<file path="src/rtl/atomik_pkg.sv">
// Shared definitions for the ATOMiK telemetry transmitter: packet framing
// constants, packet FSM encoding and baud divider calculation.
package atomik_pkg;

    localparam logic [7:0] SYNC_BYTE_DEFAULT = 8'hA5;
    localparam int         PKT_BYTES         = 6;

    typedef enum logic [1:0] {
        ST_IDLE = 2'd0,
        ST_LOAD = 2'd1,
        ST_SEND = 2'd2
    } tx_state_t;

    // Cycles per UART bit; fractional part is dropped.
    function automatic int calc_bit_div(input int clk_freq, input int baud_rate);
        return clk_freq / baud_rate;
    endfunction

endpackage

</file>
<file path="src/rtl/atomik_uart_tx_byte.sv">
// UART 8N1 byte serialiser: start bit, 8 data bits LSB first, stop bit,
// each bit held for BIT_DIV cycles. done pulses on the final stop-bit cycle.
module atomik_uart_tx_byte
    import atomik_pkg::*;
#(
    parameter int BIT_DIV = 234
) (
    input  logic       clk,
    input  logic       rst_n,
    input  logic       start,
    input  logic [7:0] data,
    output logic       tx,
    output logic       done,
    output logic       busy
);

    localparam int CW = (BIT_DIV > 1) ? $clog2(BIT_DIV) : 1;

    logic [CW-1:0] baud_cnt;
    logic [3:0]    bit_cnt;
    logic [8:0]    shreg;
    logic          bit_end;

    assign bit_end = (baud_cnt == CW'(BIT_DIV - 1));
    assign done    = busy && bit_end && (bit_cnt == 4'd9);

    always_ff @(posedge clk or negedge rst_n) begin
        if (!rst_n) begin
            tx       <= 1'b1;
            busy     <= 1'b0;
            baud_cnt <= '0;
            bit_cnt  <= '0;
        end else if (!busy) begin
            if (start) begin
                tx       <= 1'b0;
                busy     <= 1'b1;
                baud_cnt <= '0;
                bit_cnt  <= '0;
            end
        end else if (bit_end) begin
            baud_cnt <= '0;
            if (bit_cnt == 4'd9) begin
                busy <= 1'b0;
                tx   <= 1'b1;
            end else begin
                tx      <= shreg[0];
                bit_cnt <= bit_cnt + 4'd1;
            end
        end else begin
            baud_cnt <= baud_cnt + CW'(1);
        end
    end

    // Stop bit rides in the top of the shift register behind the data bits.
    always_ff @(posedge clk) begin
        if (!busy && start)
            shreg <= {1'b1, data};
        else if (busy && bit_end && (bit_cnt != 4'd9))
            shreg <= {1'b1, shreg[8:1]};
    end

endmodule

</file>
<file path="src/rtl/atomik_telemetry_tx.sv">
// Buffers ATOMiK core result words in a small FIFO and sends each one as a
// 6-byte packet (sync, 4 data bytes MSB-first, XOR checksum) over UART 8N1.
module atomik_telemetry_tx
    import atomik_pkg::*;
#(
    parameter int         CLK_FREQ   = 27_000_000,
    parameter int         BAUD_RATE  = 115200,
    parameter int         FIFO_DEPTH = 4,
    parameter logic [7:0] SYNC_BYTE  = SYNC_BYTE_DEFAULT
) (
    input  logic                        sys_clk,
    input  logic                        sys_rst_n,
    input  logic [31:0]                 word_in,
    input  logic                        word_valid,
    input  logic                        enable,
    output logic                        uart_tx,
    output logic                        busy,
    output logic                        overflow,
    output logic [$clog2(FIFO_DEPTH):0] fifo_level
);

    localparam int BIT_DIV = calc_bit_div(CLK_FREQ, BAUD_RATE);
    localparam int AW      = $clog2(FIFO_DEPTH);
    localparam int LW      = AW + 1;

    function automatic logic [7:0] word_checksum(input logic [31:0] w);
        return w[31:24] ^ w[23:16] ^ w[15:8] ^ w[7:0];
    endfunction

    logic [31:0]   fifo_mem [FIFO_DEPTH];
    logic [AW-1:0] wr_ptr, rd_ptr;
    logic          fifo_full, fifo_empty, push, pop;

    tx_state_t     state, state_nxt;
    logic [31:0]   pkt_sr;
    logic [7:0]    pkt_chk, cur_byte;
    logic [2:0]    byte_idx;
    logic          ser_start, ser_done, ser_busy;

    assign fifo_full  = (fifo_level == LW'(FIFO_DEPTH));
    assign fifo_empty = (fifo_level == '0);
    assign push       = word_valid && !fifo_full;
    assign pop        = (state == ST_LOAD);
    assign busy       = (state != ST_IDLE) || !fifo_empty || ser_busy;

    always_ff @(posedge sys_clk) begin
        if (push)
            fifo_mem[wr_ptr] <= word_in;
    end

    // A push against a full FIFO is dropped even when a pop frees a slot on the same edge.
    always_ff @(posedge sys_clk or negedge sys_rst_n) begin
        if (!sys_rst_n) begin
            wr_ptr     <= '0;
            rd_ptr     <= '0;
            fifo_level <= '0;
            overflow   <= 1'b0;
        end else begin
            if (push)
                wr_ptr <= wr_ptr + AW'(1);
            if (pop)
                rd_ptr <= rd_ptr + AW'(1);
            if (word_valid && fifo_full)
                overflow <= 1'b1;
            case ({push, pop})
                2'b10:   fifo_level <= fifo_level + LW'(1);
                2'b01:   fifo_level <= fifo_level - LW'(1);
                default: fifo_level <= fifo_level;
            endcase
        end
    end

    always_ff @(posedge sys_clk or negedge sys_rst_n) begin
        if (!sys_rst_n)
            state <= ST_IDLE;
        else
            state <= state_nxt;
    end

    always_comb begin
        state_nxt = state;
        cur_byte  = pkt_sr[31:24];
        case (state)
            ST_IDLE: if (enable && !fifo_empty) state_nxt = ST_LOAD;
            ST_LOAD: state_nxt = ST_SEND;
            ST_SEND: if (ser_done && (byte_idx == 3'(PKT_BYTES - 1))) state_nxt = ST_IDLE;
            default: state_nxt = ST_IDLE;
        endcase
        if (byte_idx == 3'd0)
            cur_byte = SYNC_BYTE;
        else if (byte_idx == 3'(PKT_BYTES - 1))
            cur_byte = pkt_chk;
    end

    // Start is registered so each byte begins one cycle after the previous done.
    always_ff @(posedge sys_clk or negedge sys_rst_n) begin
        if (!sys_rst_n) begin
            ser_start <= 1'b0;
            byte_idx  <= '0;
        end else begin
            ser_start <= 1'b0;
            if (state == ST_LOAD) begin
                byte_idx  <= '0;
                ser_start <= 1'b1;
            end else if ((state == ST_SEND) && ser_done) begin
                byte_idx <= byte_idx + 3'd1;
                if (byte_idx != 3'(PKT_BYTES - 1))
                    ser_start <= 1'b1;
            end
        end
    end

    always_ff @(posedge sys_clk) begin
        if (state == ST_LOAD) begin
            pkt_sr  <= fifo_mem[rd_ptr];
            pkt_chk <= word_checksum(fifo_mem[rd_ptr]);
        end else if ((state == ST_SEND) && ser_done && (byte_idx != 3'd0)) begin
            pkt_sr <= {pkt_sr[23:0], 8'h00};
        end
    end

    atomik_uart_tx_byte #(
        .BIT_DIV (BIT_DIV)
    ) u_uart_tx_byte (
        .clk   (sys_clk),
        .rst_n (sys_rst_n),
        .start (ser_start),
        .data  (cur_byte),
        .tx    (uart_tx),
        .done  (ser_done),
        .busy  (ser_busy)
    );

endmodule

</file>
<file path="config.mk">
export PLATFORM = sky130hd
export DESIGN_NAME = atomik_telemetry_tx
export DESIGN_NICKNAME = d
export VERILOG_FILES = /design/src/rtl/atomik_pkg.sv /design/src/rtl/atomik_uart_tx_byte.sv /design/src/rtl/atomik_telemetry_tx.sv
export SDC_FILE = /design/constraint.sdc
export NUM_CORES = 1
export LEC_CHECK = 0
export BUFFER_PORTS_ARGS = -buffer_cell sky130_fd_sc_hd__buf_2
export CAP_MARGIN = 20
export CORE_MARGIN = 8
export CORE_UTILIZATION = 35
export DETAILED_ROUTE_END_ITERATION = 7
export SKIP_LAST_GASP = 1
export SYNTH_ARGS = -nofsm -noshare
export SYNTH_HDL_FRONTEND = slang
export SYNTH_SLANG_ARGS = --single-unit
</file>
<file path="constraint.sdc">
create_clock -name sys_clk -period 10 [get_ports sys_clk]
set_clock_uncertainty 0.1 [all_clocks]
set_input_delay 0 -clock sys_clk [delete_from_list [all_inputs] [get_ports sys_clk]]
set_output_delay 0 -clock sys_clk [all_outputs]
set_load 0.01 [all_outputs]
</file>
==> implementation parameters, run 1 <==
Parameter                              Value

Die
  Starting utilization of the core area ... 35.2%
  Width of the chip ... 171 µm
  I/O pin count ... 42
  Core region area ... 0.0240 mm²
  Chip Height ... 171 µm
  Number of cell rows ... 57
  Die Footprint ... 0.0293 mm²

Power and ir drop
  PwrDens ... 284 mW/mm²
  Cell leakage power ... 3.63 nW
  Peak supply drop ... 174 µV
  Design Power ... 2.87 mW

Worst setup path
  Arrival time reported for the critical path endpoint ... 2650 ps
  Type of element capturing the critical path ... flip-flop
  Chain of cells forming the critical path ... buf_4, mux4_1, xor2_1, xnor2_1
  Cell class contributing the biggest share of worst-path delay ... flip-flops
  Startpoint Class ... flip-flop
  Worst Path Buf+Inv ... 1
  Delay of the slowest cell on the worst path ... 710 ps
  Cell type of the slowest stage on the worst timing path ... dfrtp_2
  Worst Path Class, Setup ... reg2reg
  Worst EP required ... 10140 ps
  Maximum fanout along the worst path ... 20

Clock network
  Number of gates resized after CTS ... 0
  Worst-case clock buffer depth ... 3
  Cts bufs inserted ... 22
  Number of H-tree levels ... 1
  Hold_buf cts ... 35
  Clock-pin slew of the registers on the worst-case setup and hold paths ... 60 ps
  CTS Sinks ... 204
  CTS tree ... yes
  Master cell of the clock root buffer ... clkbuf_16
  Clock latency at the later pin of the worst-skew pair ... 490 ps
  Post-CTS Setup Bufs ... 0

Status
  Violated checks ... negative hold slack
  Status ... finished with violations

Timing
  Final Hold Violating Endpoints ... 4
  Worst Tran Pin Value ... 677 ps
  Setup TNS Final ... 0 ps
  Rel. slew slack ... 54.9%
  Setup-failing EPs final ... 0
  Final count of pins violating max slew ... 0
  Final hold slack ... -4.03 ps
  RSZ-0062 raised after global routing ... false
  Final period demand of the worst path ... 2510 ps
  Final critical-path share of the clock period ... 25.1%
  Peak Freq ... 399 MHz

Routing
  DRT Pass-1 Iters ... 4
  Antenna-violating nets left ... 0
  Final wirelength ... 15700 µm
  DR iter-0 viols ... 226
  Average vias per placed instance ... 4.74
  Routed wirelength normalized by instance count ... 16.6 µm
  DRC errors left ... 0
  Via Count ... 4475

Synth
  Synth unique cells ... 51
  Proportion of netlist area held by the largest area contributor ... 62.7%
  Summed instance area of the synthesized netlist ... 0.00843 mm²
  Leading cell types by count after synthesis ... 176 x edfxtp_1, 98 x nand2_1, 30 x mux4_2
  YS warnings ... 0
  Leading register cell type out of synthesis ... edfxtp_1
  Most common cell in the netlist ... edfxtp_1
  Cell taking the most area after synthesis ... edfxtp_1
  Post-Syn Nets ... 563
  Number of enable-type register cells in the synthesized netlist ... 176
  Average instance area after synthesis ... 16.4 µm²
  Synth top area cells ... edfxtp_1 63%, dfrtp_1 8.0%, mux4_2 8.0%, nand2_1 4.4%, ha_1 1.8%
  Seq/Total Area, Yosys ... 71.0%
  Synthesized flop and latch total ... 204
  Fraction of registers with async set/reset ... 13.7%
  Instance count of the mapped netlist ... 514

Global route
  Wire length of the first global-routing pass ... 25900 µm
  Antenna violations before repair ... 0
  Number of global-route vias before repair ... 4934
  Residual overflow from global routing ... 0
  Largest net degree at the start of global routing ... 42
  Total routing usage reported by global routing ... 11.1%

Final layout
  Filler instances ... 2196
  Synth-to-Final Area Change ... 19.8%
  Number of antenna diodes ... 0
  Layout net count ... 654
  Layout Cell Area excl Fill ... 0.0101 mm²
  Fraction of layout cells with a size suffix above 1 ... 20.9%

Job
  Max-cap violations ... 0

Placed design
  Number of buffer cells added on primary ports ... 41
  Area after detailed placement ... 0.00900 mm²
  Dpl hpwl ... 9630 µm
  Placer's final routability congestion estimate ... 0.717

Hold path
  Worst min-delay path category ... in2async
[stage by stage]
step,setup WS [ps],cells,util [%]
6_report,7490,945,42.2
5_1_grt,7280,945,42.2
4_1_cts,7420,945,42.2
3_5_place_dp,7420,870,37.6
3_3_place_gp,7460,870,37.6
2_1_floorplan,5970,514,-
[where the power goes]
group          total [mW]  internal (mW)  leakage [nW]  switching, mW
combinational       0.776          0.362          1.32          0.414
sequential           1.26           1.17          1.96         0.0912
clock               0.832          0.503         0.353          0.329
total                2.87           2.04          3.63          0.834
[logic make-up after synthesis]
kind of cell,Yosys count,synth area share (%)
DFF,204,71.0
and+or+nand+nor,158,8.72
AOI/OAI and AO/OA,37,2.83
muxes,37,9.23
xor gates and xnor gates,33,4.14
buffers and inverters,32,2.08
adders and majority gates,13,2.02
[per-layer routing]
layer,wire length (µm),track usage [%]
met1,6710,13.3
met2,8130,20.3
met3,596,1.93
met4,217,2.68
met5,0,0
[flip-flops by register name, summed over array words and instances (netlist names), 3 cells and up]
| register | cells |
|---|---|
| fifo_mem | 128 |
| u_uart_tx_byte.baud_cnt | 8 |
| pkt_sr | 32 |
| pkt_chk | 8 |
| u_uart_tx_byte.shreg | 8 |
| u_uart_tx_byte.bit_cnt | 4 |
| byte_idx | 3 |
| fifo_level | 3 |
[final timing paths]
| kind | slack, ps | start | cells after the start | to |
|---|---|---|---|---|
| max in group asynchronous | 9320 | sys_rst_n | 2 | rd_ptr[0] |
| max reg2reg | 7490 | rd_ptr[0] | 4 | pkt_chk[1] |
| min reg2reg | 370 | overflow | 1 | overflow |
| min | -4 | sys_rst_n | 2 | u_uart_tx_byte.baud_cnt[3] |
| max | 7490 | rd_ptr[0] | 4 | pkt_chk[1] |
| min in group sys_clk | 160 | word_in[6] | 2 | fifo_mem[1][6] |
[area by class of cell]
cell class                      count  area [µm²]  share of cell area [%]
Multi-Input combinational cell    278        2290                    22.6
Sequential cell                   204        5990                    59.3
Clock inverter                     12         156                    1.55
Clock buffer                       28         594                    5.88
Tap cell                          324         405                    4.01
Timing Repair Buffer               85         623                    6.17
Inverter                           14        52.6                   0.520
[cells in the final DEF, fill, tap and decap left out, types with 4 or more instances in the layout]
cell / count
edfxtp_1: 176
nand2_1: 98
buf_2: 41
dlygate4sd3_1: 35
mux4_2: 30
dfrtp_1: 26
clkbuf_16: 23
inv_1: 14
and2_1: 14
xor2_1: 13
xnor2_1: 12
o21ai_0: 12
ha_1: 12
nor2_1: 11
buf_4: 9
xnor2_2: 8
nand3_1: 8
nand2b_1: 5
mux2i_1: 5
clkbuf_1: 5
a31oi_1: 4
nand4_1: 4
and3_1: 4
o22ai_1: 4
clkinvlp_4: 4
Note: power is estimated with default switching activity, not from simulation.
==> run 2, diff against run 1 <==
- clock period: 10 -> 2.2 ns (I/O delays scaled with it)
==> implementation parameters, run 2 (synthesis results as in run 1) <==
Parameter                              Value

Routing
  Final wirelength ... 15400 µm (was 15700 µm)
  DR iter-0 viols ... 210 (was 226)
  DRT Pass-1 Iters ... 4 (unchanged)
  Met3 Routed Length ... 607 µm (was 596 µm)
  Average vias per placed instance ... 4.68 (was 4.74)
  Met1 layer wirelength in the final routing ... 6670 µm (was 6710 µm)
  Routed wirelength normalized by instance count ... 16.3 µm (was 16.6 µm)
  Antenna-violating nets left ... 0 (unchanged)
  DRC errors left ... 0 (unchanged)
  Via Count ... 4434 (was 4475)
  Uppermost metal layer occupied by signal nets ... met4 (unchanged)
  Length of routed met2 wiring ... 7830 µm (was 8130 µm)

Die
  Starting utilization of the core area ... 35.2% (unchanged)
  Die Footprint ... 0.0293 mm² (unchanged)
  Core region area ... 0.0240 mm² (unchanged)
  I/O pin count ... 42 (unchanged)
  Chip Height ... 171 µm (unchanged)
  Width of the chip ... 171 µm (unchanged)
  Number of cell rows ... 57 (unchanged)

Timing
  Setup-failing EPs final ... 0 (unchanged)
  Setup TNS Final ... 0 ps (unchanged)
  Peak Freq ... 493 MHz
  Rel. slew slack ... 56.0% (was 54.9%)
  Final period demand of the worst path ... 2030 ps
  Final count of pins violating max slew ... 0 (unchanged)
  Worst Tran Pin Value ... 660 ps (was 677 ps)
  Final hold slack ... -16.7 ps (was -4.03 ps)
  Final Hold Violating Endpoints ... 25 (was 4)
  Final critical-path share of the clock period ... 92.1%
  Final WS setup ... 173 ps (was 7490 ps)
  RSZ-0062 raised after global routing ... false (unchanged)

Worst setup path
  Maximum fanout along the worst path ... 5 (was 20)
  Worst Path Class, Setup ... reg2out (was reg2reg)
  Type of element capturing the critical path ... output port (was flip-flop)
  Worst Setup SP ... fifo_level[1] (was rd_ptr[0])
  Reg2reg start ... u_uart_tx_byte.baud_cnt[1] (was rd_ptr[0])
  Arrival time reported for the critical path endpoint ... 1930 ps (was 2650 ps)
  Worst EP required ... 2100 ps (was 10140 ps)
  Startpoint Class ... flip-flop (unchanged)

Status
  Violated checks ... negative hold slack (unchanged)
  Status ... finished with violations (unchanged)

Final layout
  Leading cell type in the layout, fill and taps excluded ... edfxtp_1 (unchanged)
  Most frequent cells in the layout ... 176 x edfxtp_1, 98 x nand2_1, 41 x buf_2, 35 x dlygate4sd3_1, 30 x mux4_2 (unchanged)
  Synth-to-Final Area Change ... 21.0% (was 19.8%)
  Largest regs ... fifo_mem: 128 flops, pkt_sr: 32 flops (unchanged)
  Filler instances ... 2126 (was 2196)
  Fraction of layout cells with a size suffix above 1 ... 21.6% (was 20.9%)
  Number of antenna diodes ... 0 (unchanged)
  Multi-input gate area ... 0.00229 mm² (about the same)
  Largest register FFs ... 128 (unchanged)
  Final cell count without fillers ... 948 (was 945)
  Layout net count ... 657 (was 654)
  Storage cell area ... 0.00599 mm² (unchanged)
  Register with the most flip-flops ... fifo_mem (unchanged)

Clock network
  Clock latency at the later pin of the worst-skew pair ... 520 ps (was 490 ps)
  CTS tree ... yes (unchanged)
  Number of H-tree levels ... 1 (unchanged)
  Master cell of the clock root buffer ... clkbuf_16 (unchanged)
  Worst-case clock buffer depth ... 3 (unchanged)
  Clock-pin slew of the registers on the worst-case setup and hold paths ... 60 ps (about the same)
  CTS Sinks ... 204 (unchanged)
  Cts bufs inserted ... 22 (unchanged)

Power and ir drop
  Sequential Power Share ... 43.0% (was 44.0%)
  Relative contribution of combinational cells to total power ... 29.1% (was 27.0%)
  Sw Share ... 29.2% (was 29.0%)
  Pint ... 9.34 mW (was 2.04 mW)
  Clock power frac ... 27.9% (was 29.0%)
  Peak supply drop ... 702 µV (was 174 µV)
  Design Power ... 13.2 mW (was 2.87 mW)
  Net switching power ... 3.86 mW (was 0.834 mW)
  Cell leakage power ... 3.68 nW (was 3.63 nW)
  PwrDens ... 1290 mW/mm² (was 284 mW/mm²)

Placed design
  Pre-CTS setup slack ... 226 ps (was 7420 ps)
  Dpl hpwl ... 9650 µm (was 9630 µm)
  Number of buffer cells added on primary ports ... 41 (unchanged)
  Number of cells in the design after placement ... 873 (was 870)
  Placer's final routability congestion estimate ... 0.722 (was 0.717)

Global route
  Antenna violations before repair ... 0 (unchanged)
  Largest net degree at the start of global routing ... 42 (unchanged)
  Total routing usage reported by global routing ... 10.9% (was 11.1%)
  Residual overflow from global routing ... 0 (unchanged)
  Number of global-route vias before repair ... 4815 (was 4934)
  Wire length of the first global-routing pass ... 25300 µm (was 25900 µm)

Job
  Max-cap violations ... 0 (unchanged)

Hold path
  Worst min-delay path category ... in2async (unchanged)
[run 2: area by class of cell]
cell class | instances | share of cell area, %
multi-input cells | 278 | 22.4
repair buffers | 88 | 7.18
inverters | 14 | 0.515
flip-flops and latches | 204 | 58.7
well taps | 324 | 3.97
clock buffers | 26 | 5.54
clock inverters | 14 | 1.69
[run 2: repair_timing]
action                                 CTS  global route
hold buffers                            35             0
endpoints found under the hold margin  161             0
resized for setup                        0             0
buffers inserted                         0             0
[run 2: power by group through the flow]
stage / registers (mW) / clock network, mW / logic [mW]
floorplan: 5.64 / 0 / 2.91
global placement: 5.70 / 0 / 3.79
detailed placement: 5.75 / 0 / 3.86
CTS: 5.68 / 3.78 / 3.92
global route: 5.76 / 3.91 / 4.21
finish: 5.67 / 3.69 / 3.84
[run 2: path summary, 6_finish.rpt]
path	slack, ps	end	depth (start not counted)
setup / recovery	170	busy	3
hold / removal	-20	u_uart_tx_byte.baud_cnt[3]	2
setup reg to reg	210	pkt_sr[26]	6
hold reg to reg	370	overflow	1
max in group asynchronous	1540	rd_ptr[0]	2
min in group sys_clk	130	fifo_mem[3][0]	2
[run 2: worst max-delay path, cell delays in order, from the launching register on]
cell	delay [ps]
dfrtp_1	410
or3_1	410
or4_1	450
buf_2	170
[run 2: per-layer routing]
layer	global-route usage, %	vias to the layer above
met2	19.7	82
met3	2.20	31
met1	12.9	2209
li1	-	2112
met5	0	-
met4	2.80	0
[run 2: metrics by stage]
stage | utilization [%] | area, µm²
after floorplan | - | 8450
after CTS | 42.6 | 10200
after global placement | 38.1 | 9120
after detailed placement | 38.1 | 9120
final | 42.6 | 10200
after global routing | 42.6 | 10200
